File: config.mk
export PLATFORM = sky130hd
export DESIGN_NAME = multicycle_controller
export DESIGN_NICKNAME = d
export VERILOG_FILES = /design/src/rtl/cpu_ctrl_pkg.sv /design/src/rtl/alu_op_decoder.sv /design/src/rtl/multicycle_controller.sv
export SDC_FILE = /design/constraint.sdc
export NUM_CORES = 1
export LEC_CHECK = 0
export CORE_AREA = 2 2 39 41
export DETAILED_ROUTE_END_ITERATION = 10
export DIE_AREA = 0 0 41 43
export DONT_BUFFER_PORTS = 1
export PLACE_DENSITY = 0.69
export SKIP_LAST_GASP = 1
export SLEW_MARGIN = 20
export SYNTH_ARGS = -nofsm -noshare
export SYNTH_HDL_FRONTEND = slang
export SYNTH_SLANG_ARGS = --single-unit
File: constraint.sdc
create_clock -name clk -period 1.7 [get_ports clk]
set_input_delay 0.17 -clock clk [delete_from_list [all_inputs] [get_ports clk]]
set_output_delay 0.17 -clock clk [all_outputs]
set_load 0.05 [all_outputs]
File: src/rtl/cpu_ctrl_pkg.sv
// Shared constants for the multi-cycle accumulator controller: opcodes,
// FSM states, ALU operation codes and ALU B-source selects.
package cpu_ctrl_pkg;

  localparam logic [3:0] OP_LOAD     = 4'h0;
  localparam logic [3:0] OP_STORE    = 4'h1;
  localparam logic [3:0] OP_JMP      = 4'h2;
  localparam logic [3:0] OP_BRZ      = 4'h3;
  localparam logic [3:0] OP_ADD      = 4'h4;
  localparam logic [3:0] OP_SUB      = 4'h5;
  localparam logic [3:0] OP_AND      = 4'h6;
  localparam logic [3:0] OP_OR       = 4'h7;
  localparam logic [3:0] OP_NOT      = 4'h8;
  localparam logic [3:0] OP_MOVETO   = 4'h9;
  localparam logic [3:0] OP_MOVEFROM = 4'hA;
  localparam logic [3:0] OP_ADDI     = 4'hB;
  localparam logic [3:0] OP_SUBI     = 4'hC;
  localparam logic [3:0] OP_ANDI     = 4'hD;
  localparam logic [3:0] OP_ORI      = 4'hE;
  localparam logic [3:0] OP_SYS      = 4'hF;

  typedef enum logic [3:0] {
    FETCH, DECODE, MEM_ADR, MEM_RD, LOAD_WB, MEM_WR,
    JUMP, EXEC_R, EXEC_I, ALU_WB, HALT
  } state_t;

  localparam logic [2:0] ALU_ADD   = 3'b000;
  localparam logic [2:0] ALU_SUB   = 3'b001;
  localparam logic [2:0] ALU_AND   = 3'b010;
  localparam logic [2:0] ALU_OR    = 3'b011;
  localparam logic [2:0] ALU_NOTA  = 3'b100;
  localparam logic [2:0] ALU_PASSB = 3'b101;
  localparam logic [2:0] ALU_PASSA = 3'b110;

  localparam logic [1:0] SRCB_REG = 2'b00;
  localparam logic [1:0] SRCB_ONE = 2'b01;
  localparam logic [1:0] SRCB_IMM = 2'b10;

endpackage

File: src/rtl/alu_op_decoder.sv
// Combinational ALU operation select from the current controller state and
// the latched opcode.
module alu_op_decoder
  import cpu_ctrl_pkg::*;
(
  input  state_t     state,
  input  logic [3:0] opcode,
  output logic [2:0] alucontrol
);

  always_comb begin
    alucontrol = ALU_ADD;
    case (state)
      FETCH:           alucontrol = ALU_ADD;
      DECODE:          alucontrol = ALU_PASSA;
      MEM_ADR, JUMP:   alucontrol = ALU_PASSB;
      EXEC_R: begin
        case (opcode)
          OP_ADD:      alucontrol = ALU_ADD;
          OP_SUB:      alucontrol = ALU_SUB;
          OP_AND:      alucontrol = ALU_AND;
          OP_OR:       alucontrol = ALU_OR;
          OP_NOT:      alucontrol = ALU_NOTA;
          OP_MOVETO:   alucontrol = ALU_PASSA;
          OP_MOVEFROM: alucontrol = ALU_PASSB;
          default:     alucontrol = ALU_ADD;
        endcase
      end
      EXEC_I: begin
        case (opcode)
          OP_SUBI:     alucontrol = ALU_SUB;
          OP_ANDI:     alucontrol = ALU_AND;
          OP_ORI:      alucontrol = ALU_OR;
          default:     alucontrol = ALU_ADD;
        endcase
      end
      default:         alucontrol = ALU_ADD;
    endcase
  end

endmodule

File: src/rtl/multicycle_controller.sv
// Moore control FSM for the 16-bit multi-cycle accumulator datapath; drives
// every datapath enable/select per cycle and tracks the branch zero flag.
module multicycle_controller
  import cpu_ctrl_pkg::*;
(
  input  logic        clk,
  input  logic        rst,
  input  logic [15:0] instr,
  input  logic        zero,
  output logic        pwrite,
  output logic        iwrite,
  output logic        regwrite,
  output logic        memwrite,
  output logic        adrsrc,
  output logic        memtoreg,
  output logic        alusrca,
  output logic        regdest,
  output logic [1:0]  alusrcb,
  output logic [2:0]  alucontrol,
  output logic        halted,
  output logic        retire
);

  state_t     state_q, state_d;
  logic       zflag_q;
  logic [3:0] opcode;
  logic [2:0] alu_op;
  logic       is_halt;
  logic       unused_instr_bits;

  assign opcode            = instr[15:12];
  assign is_halt           = instr[0];
  assign unused_instr_bits = ^instr[11:1];

  alu_op_decoder u_alu_op_decoder (
    .state      (state_q),
    .opcode     (opcode),
    .alucontrol (alu_op)
  );

  // zflag_q snapshots R0's zero flag in DECODE for a later BRZ
  always_ff @(posedge clk) begin
    if (rst) begin
      state_q <= FETCH;
      zflag_q <= 1'b0;
    end else begin
      state_q <= state_d;
      if (state_q == DECODE)
        zflag_q <= zero;
    end
  end

  always_comb begin
    state_d = FETCH;
    case (state_q)
      FETCH: state_d = DECODE;
      DECODE: begin
        case (opcode)
          OP_LOAD, OP_STORE:                  state_d = MEM_ADR;
          OP_JMP, OP_BRZ:                     state_d = JUMP;
          OP_ADD, OP_SUB, OP_AND, OP_OR,
          OP_NOT, OP_MOVETO, OP_MOVEFROM:     state_d = EXEC_R;
          OP_ADDI, OP_SUBI, OP_ANDI, OP_ORI:  state_d = EXEC_I;
          default:                            state_d = is_halt ? HALT : FETCH;
        endcase
      end
      MEM_ADR: state_d = (opcode == OP_LOAD) ? MEM_RD : MEM_WR;
      MEM_RD:  state_d = LOAD_WB;
      EXEC_R,
      EXEC_I:  state_d = ALU_WB;
      HALT:    state_d = HALT;
      default: state_d = FETCH;
    endcase
  end

  // Outputs follow state only; reset blanks them so an aborted strobe never escapes
  always_comb begin
    pwrite     = 1'b0;
    iwrite     = 1'b0;
    regwrite   = 1'b0;
    memwrite   = 1'b0;
    adrsrc     = 1'b0;
    memtoreg   = 1'b0;
    alusrca    = 1'b0;
    regdest    = 1'b0;
    alusrcb    = SRCB_REG;
    alucontrol = alu_op;
    halted     = 1'b0;
    retire     = 1'b0;
    case (state_q)
      FETCH: begin
        iwrite  = 1'b1;
        pwrite  = 1'b1;
        alusrcb = SRCB_ONE;
      end
      DECODE: begin
        alusrca = 1'b1;
        retire  = (opcode == OP_SYS) && !is_halt;
      end
      MEM_ADR: alusrcb = SRCB_IMM;
      MEM_RD:  adrsrc  = 1'b1;
      LOAD_WB: begin
        memtoreg = 1'b1;
        regwrite = 1'b1;
        retire   = 1'b1;
      end
      MEM_WR: begin
        adrsrc   = 1'b1;
        memwrite = 1'b1;
        retire   = 1'b1;
      end
      JUMP: begin
        alusrcb = SRCB_IMM;
        pwrite  = (opcode == OP_JMP) || ((opcode == OP_BRZ) && zflag_q);
        retire  = 1'b1;
      end
      EXEC_R: alusrca = 1'b1;
      EXEC_I: begin
        alusrca = 1'b1;
        alusrcb = SRCB_IMM;
      end
      ALU_WB: begin
        regwrite = 1'b1;
        regdest  = (opcode == OP_MOVETO);
        retire   = 1'b1;
      end
      HALT:    halted = 1'b1;
      default: ;
    endcase
    if (rst) begin
      pwrite     = 1'b0;
      iwrite     = 1'b0;
      regwrite   = 1'b0;
      memwrite   = 1'b0;
      adrsrc     = 1'b0;
      memtoreg   = 1'b0;
      alusrca    = 1'b0;
      regdest    = 1'b0;
      alusrcb    = SRCB_REG;
      alucontrol = ALU_ADD;
      halted     = 1'b0;
      retire     = 1'b0;
    end
  end

endmodule

Word-level counts from Yosys, hierarchy flattened. Cells that the tools add are included.

Bits of input ports: 19. Register bits: 5. Word-level logic and storage cells: 74.

Multiplexer cells: 30. Reduce and logical (&&, ||, !) cells: 17. Eq/ne operators: 25.

Operator list (number): $eq 4x4->1 const B (11); $eq 4x3->1 const B (8); $pmux 4 s6 (1); $mux 1 (18); $pmux 3 s6 (1); $eq 4x2->1 const B (4); $pmux 4 s4 (1); $pmux 3 s4 (1); $reduce_or 2->1 (6); $eq 4x1->1 const B (2); $logic_not 4->1 (2); $reduce_or 4->1 (2); $reduce_or 7->1 (1); $mux 3 (2); $pmux 2 s3 (1); $reduce_or 3->1 (2); $mux 4 (1); $pmux 1 s2 (2); $pmux 2 s2 (1); $logic_and 1x1->1 (2); $mux 2 (1); $logic_not 1->1 (1); $logic_or 1x1->1 (1).

Depth between registers and ports, before layout.
Depth in word-level cells: 5. Depth in mapped cells: 5.

Hierarchy. A second synthesis with hierarchy kept.

Cell total of the unflattened synthesis: 97. Area, all modules: 725.7 um2.

Modules (own cells, without submodules): multicycle_controller (area an instance 570.5 um2, times used 1, cells an instance 76, seq. area each 100.1 um2); alu_op_decoder (area an instance 155.1 um2, times used 1, cells an instance 21, seq. area each 0.0 um2).

Worst setup path after synthesis. No wires, ideal clock.

Kind: reg2out. Start: register state_q[1]. End: output adrsrc. Stages on the path, launching flop included: 4. Data arrival time: 2.292 ns. Path slack: -0.762 ns. Cell sequence: dfxtp_1 buf_4 xnor2_1 nor4b_1.

Longest elaborated chain between the ends: 4. Elaborated cells between the ends (all ways): 5.

Ends and longest elaborated chain: start: declaration (RTL line multicycle_controller.sv:24) `state_t state_q, state_d;`; start signal: assignment (RTL line multicycle_controller.sv:47) `state_q <= state_d;`; $eq 4x3->1 / $eq 4x2->1 (equally long branches) (RTL line multicycle_controller.sv:90) `case (state_q)`; $reduce_or 2->1 (no line) *; $mux 1 * (RTL line multicycle_controller.sv:90); $mux 1 * (RTL line multicycle_controller.sv:130) `if (rst) begin`; end: declaration (RTL line multicycle_controller.sv:14) `output logic adrsrc,`.

Every way passes the cells marked *; elsewhere a longest branch is shown, timed or not.

Worst setup path in the final report.
Start: register state_q[3]. End: output alucontrol[1].

Longest elaborated chain between the ends: 4. Elaborated cells between the ends (all ways): 8.

Ends and longest elaborated chain: $eq 4x2->1 / $eq 4x3->1 (equally long branches) (RTL line alu_op_decoder.sv:13) `case (state)`; $reduce_or 2->1 (RTL line alu_op_decoder.sv:13); $pmux 3 s4 * (RTL line alu_op_decoder.sv:13); $mux 3 * (RTL line multicycle_controller.sv:130); end: declaration (RTL line multicycle_controller.sv:19) `output logic [2:0] alucontrol,`.

Marks and branches as above.

==> flow_metrics.env <==
export IMPL_dpl_cell_count=131
export IMPL_fin_skew_ps=11.5
export IMPL_report_final_setup_viol=12
export IMPL_share_of_the_clock_period_used_by_the_worst_path_after_layout_pct=108
export IMPL_grt_pass1_vias=753
export IMPL_critical_path_buf_inv_count=1
export IMPL_drt_iter0_drc=17
export IMPL_critical_register_to_register_path_startpoint="state_q[3]"
export IMPL_worst_path_max_fanout=7
export IMPL_max_slew_worst_pin_slew_ps=277
export IMPL_antenna_violating_nets_post_route=0
export IMPL_dpl_cell_area_um2=955
export IMPL_clock_sink_count=5
export IMPL_layout_cell_area_non_filler_mm2=0.00115
export IMPL_diodes=0
export IMPL_fraction_of_final_layout_cells_sized_beyond_drive_strength_1_pct=52.4
export IMPL_routed_via_count=880
export IMPL_r2r_end="state_q[3]"
export IMPL_route_detailed_vias_per_inst=6.29
export IMPL_worst_ep_arrival_time_ps=1670
export IMPL_power_leakage_nw=0.433
export IMPL_critPathLaunchType="register"
export IMPL_critPathRequiredTime_ps=1530
export IMPL_netlist_cell_type_count=48
export IMPL_grt_pass1_wl_um=3320
export IMPL_netlist_top_cells_area="dfxtp_1 (15%), nor2_1 (6.0%), a21oi_1 (5.8%)"
export IMPL_worst_hold_startpoint="zero"
export IMPL_ys_dominant_reg_cell="dfxtp_1"
export IMPL_dp_hpwl_um=1490
export IMPL_cpPeakStageDelay_ps=400
export IMPL_final_hold_worst_slack_ps=59.3
export IMPL_starting_density_of_the_core_pct=49.5
export IMPL_minimum_setup_slack_in_the_final_design_ps=-141
export IMPL_syn_mean_instance_area_um2=7.14
export IMPL_fp_dieArea_mm2=0.00176
export IMPL_run_status="finished with violations"
export IMPL_seq_area_frac_synth_pct=14.6
export IMPL_violations="setup timing"
export IMPL_cts_max_path_buffers=2
export IMPL_detail_route_drc_violations=0
export IMPL_fp_row_count=14
export IMPL_maximum_ir_drop_on_the_vdd_rail_uv=533
export IMPL_post_synth_top_area_cell="dfxtp_1"
export IMPL_synth_top_cells_by_count="nor2_1 (11), a21oi_1 (8)"
export IMPL_timing_hold_violations_final=0
export IMPL_clock_fmax_mhz=543
export IMPL_syn_nets=115
export IMPL_hold_depth=2
export IMPL_path_delay_family="simple AND/OR/NAND/NOR gates"
export IMPL_io_pin_count=34
export IMPL_min_to="zflag_q"
export IMPL_grt_start_max_net_pins=13
export IMPL_worst_setup_path_end_kind="primary output"
export IMPL_clk_insertion_delay_late_ps=270
export IMPL_layout_area_overhead_vs_synth_pct=67.2
export IMPL_synth_top_cell_area_share_pct=14.6
export IMPL_grt_overflow_total=0
export IMPL_layout_min_cycle_time_ps=1840
export IMPL_worst_r2r_path_depth=6
export IMPL_core_mm2=0.00138
export IMPL_slew_headroom_pct=81.2
export IMPL_tritoncts="done"
export IMPL_antenna_found_initial=0
export IMPL_total_power_mw=1.21
export IMPL_yosysWarningCount=0
export IMPL_port_buffers=0
export IMPL_mappedNetlistArea_um2=686
export IMPL_cpMaxStageDelayCell="or3b_4"
export IMPL_cts_reportedPaths_clkPinSlew_ps=50
export IMPL_ys_ff_latch=5
export IMPL_synth_edf_count=0
export IMPL_finalSetupTns_ps=-999
export IMPL_rsz0062_at_grt="yes"
export IMPL_global_route_usage_total_pct=27.8
export IMPL_power_density_mw_per_mm2=1060
export IMPL_route_final_wire_length_um=2480
export IMPL_final_cells=140
export IMPL_chipWidth_um=41
export IMPL_chain_of_cells_forming_the_critical_path="or3b_4 > a21oi_2 > o21bai_1 > a21oi_1 > buf_4"
export IMPL_async_reset_ff_share_pct=0
export IMPL_worstSetupPathType="reg2out"
export IMPL_drv_cap=0
export IMPL_cts_root_buffer="clkbuf_4"
export IMPL_numCtsBuffers=3
export IMPL_final_nets=144
export IMPL_router_iterations_before_antenna_repair=4
export IMPL_path_type_of_the_worst_min_delay_path="in2reg"
export IMPL_finalWeightedCongestion=0.869
export IMPL_cts_htree_levels=1
export IMPL_worst_r2r_setup_slack_ps=320
export IMPL_floorplan_die_height_um=43
export IMPL_synth_most_common_cell="nor2_1"
export IMPL_wire_per_inst_um=17.7
export IMPL_maxSlewViolCount=0
export IMPL_syn_inst=96
[cells in the final DEF (no fill, tap or decap), types with 2 or more instances in the layout]
master     n
nor2_1     9
a31oi_1    3
buf_6      6
nor2_4     2
nand3_1    2
a211oi_4   2
inv_1      2
dfxtp_4    4
a21oi_1    7
or2_1      2
nand2b_1   5
or3b_4     2
a21oi_2    2
buf_12     3
nand2_1    3
nor3_2     2
buf_4     21
buf_8      3
nor3_4     2
o21ai_1    4
clkbuf_4   3
[metrics by stage]
step | utilization (%) | setup slack [ps]
after floorplan | - | -318
after global placement | 69.0 | 51.5
after detailed placement | 69.0 | 39.4
after CTS | 76.4 | -80.7
after global routing | 82.8 | -193
final | 82.8 | -141
[power breakdown]
group / switching (mW) / leakage, nW / internal (mW)
Combinational: 0.472 / 0.374 / 0.387
Clock: 0.0690 / 0.0150 / 0.0900
Sequential: 0.0463 / 0.0438 / 0.148
[cells by family after synthesis]
| kind of cell | share of synthesized area, % |
|---|---|
| buf+inv | 11.9 |
| xor+xnor | 2.56 |
| compound gates | 27.9 |
| flops | 14.6 |
| simple gates | 41.6 |
| mux | 1.46 |
[per-layer routing]
layer  share of wire [%]  routed length (µm)  GRT usage, %
met5                   0                   0             0
met4                 1.6                  40          12.7
met3                 9.9                 245          6.81
met2                  52                1290          41.3
met1                  36                 901          36.2
[sequential cells by signal, summed over array words and instances (netlist names)]
signal	count
state_q	4
zflag_q	1
[how the worst max path moves through the flow]
| stage | from | to | slack [ps] | cells after the start |
|---|---|---|---|---|
| after CTS | state_q[3] | alucontrol[1] | -80 | 5 |
| after global routing | state_q[3] | alucontrol[1] | -190 | 5 |
| final | state_q[3] | alucontrol[1] | -140 | 5 |
| after detailed placement | state_q[3] | alucontrol[1] | 40 | 5 |
| after floorplan | state_q[2] | alucontrol[0] | -320 | 5 |
| after global placement | state_q[3] | alucontrol[0] | 50 | 5 |
[cell type report]
class	count	area [µm²]
repair buffers	34	340
flip-flops and latches	5	115
well taps	16	20.0
fillers	75	238
clock buffers	4	26.3
inverters	3	11.3
multi-input cells	78	633
[timing repair]
item,4_1_cts,5_1_grt
buffers inserted,2,2
gates resized for setup,16,17
hold buffers,1,0
pin swaps,5,3
setup endpoints to repair,14,13
endpoints found under the hold margin,1,0
gates cloned,0,0
No activity file was read; power rests on OpenSTA's default activity.
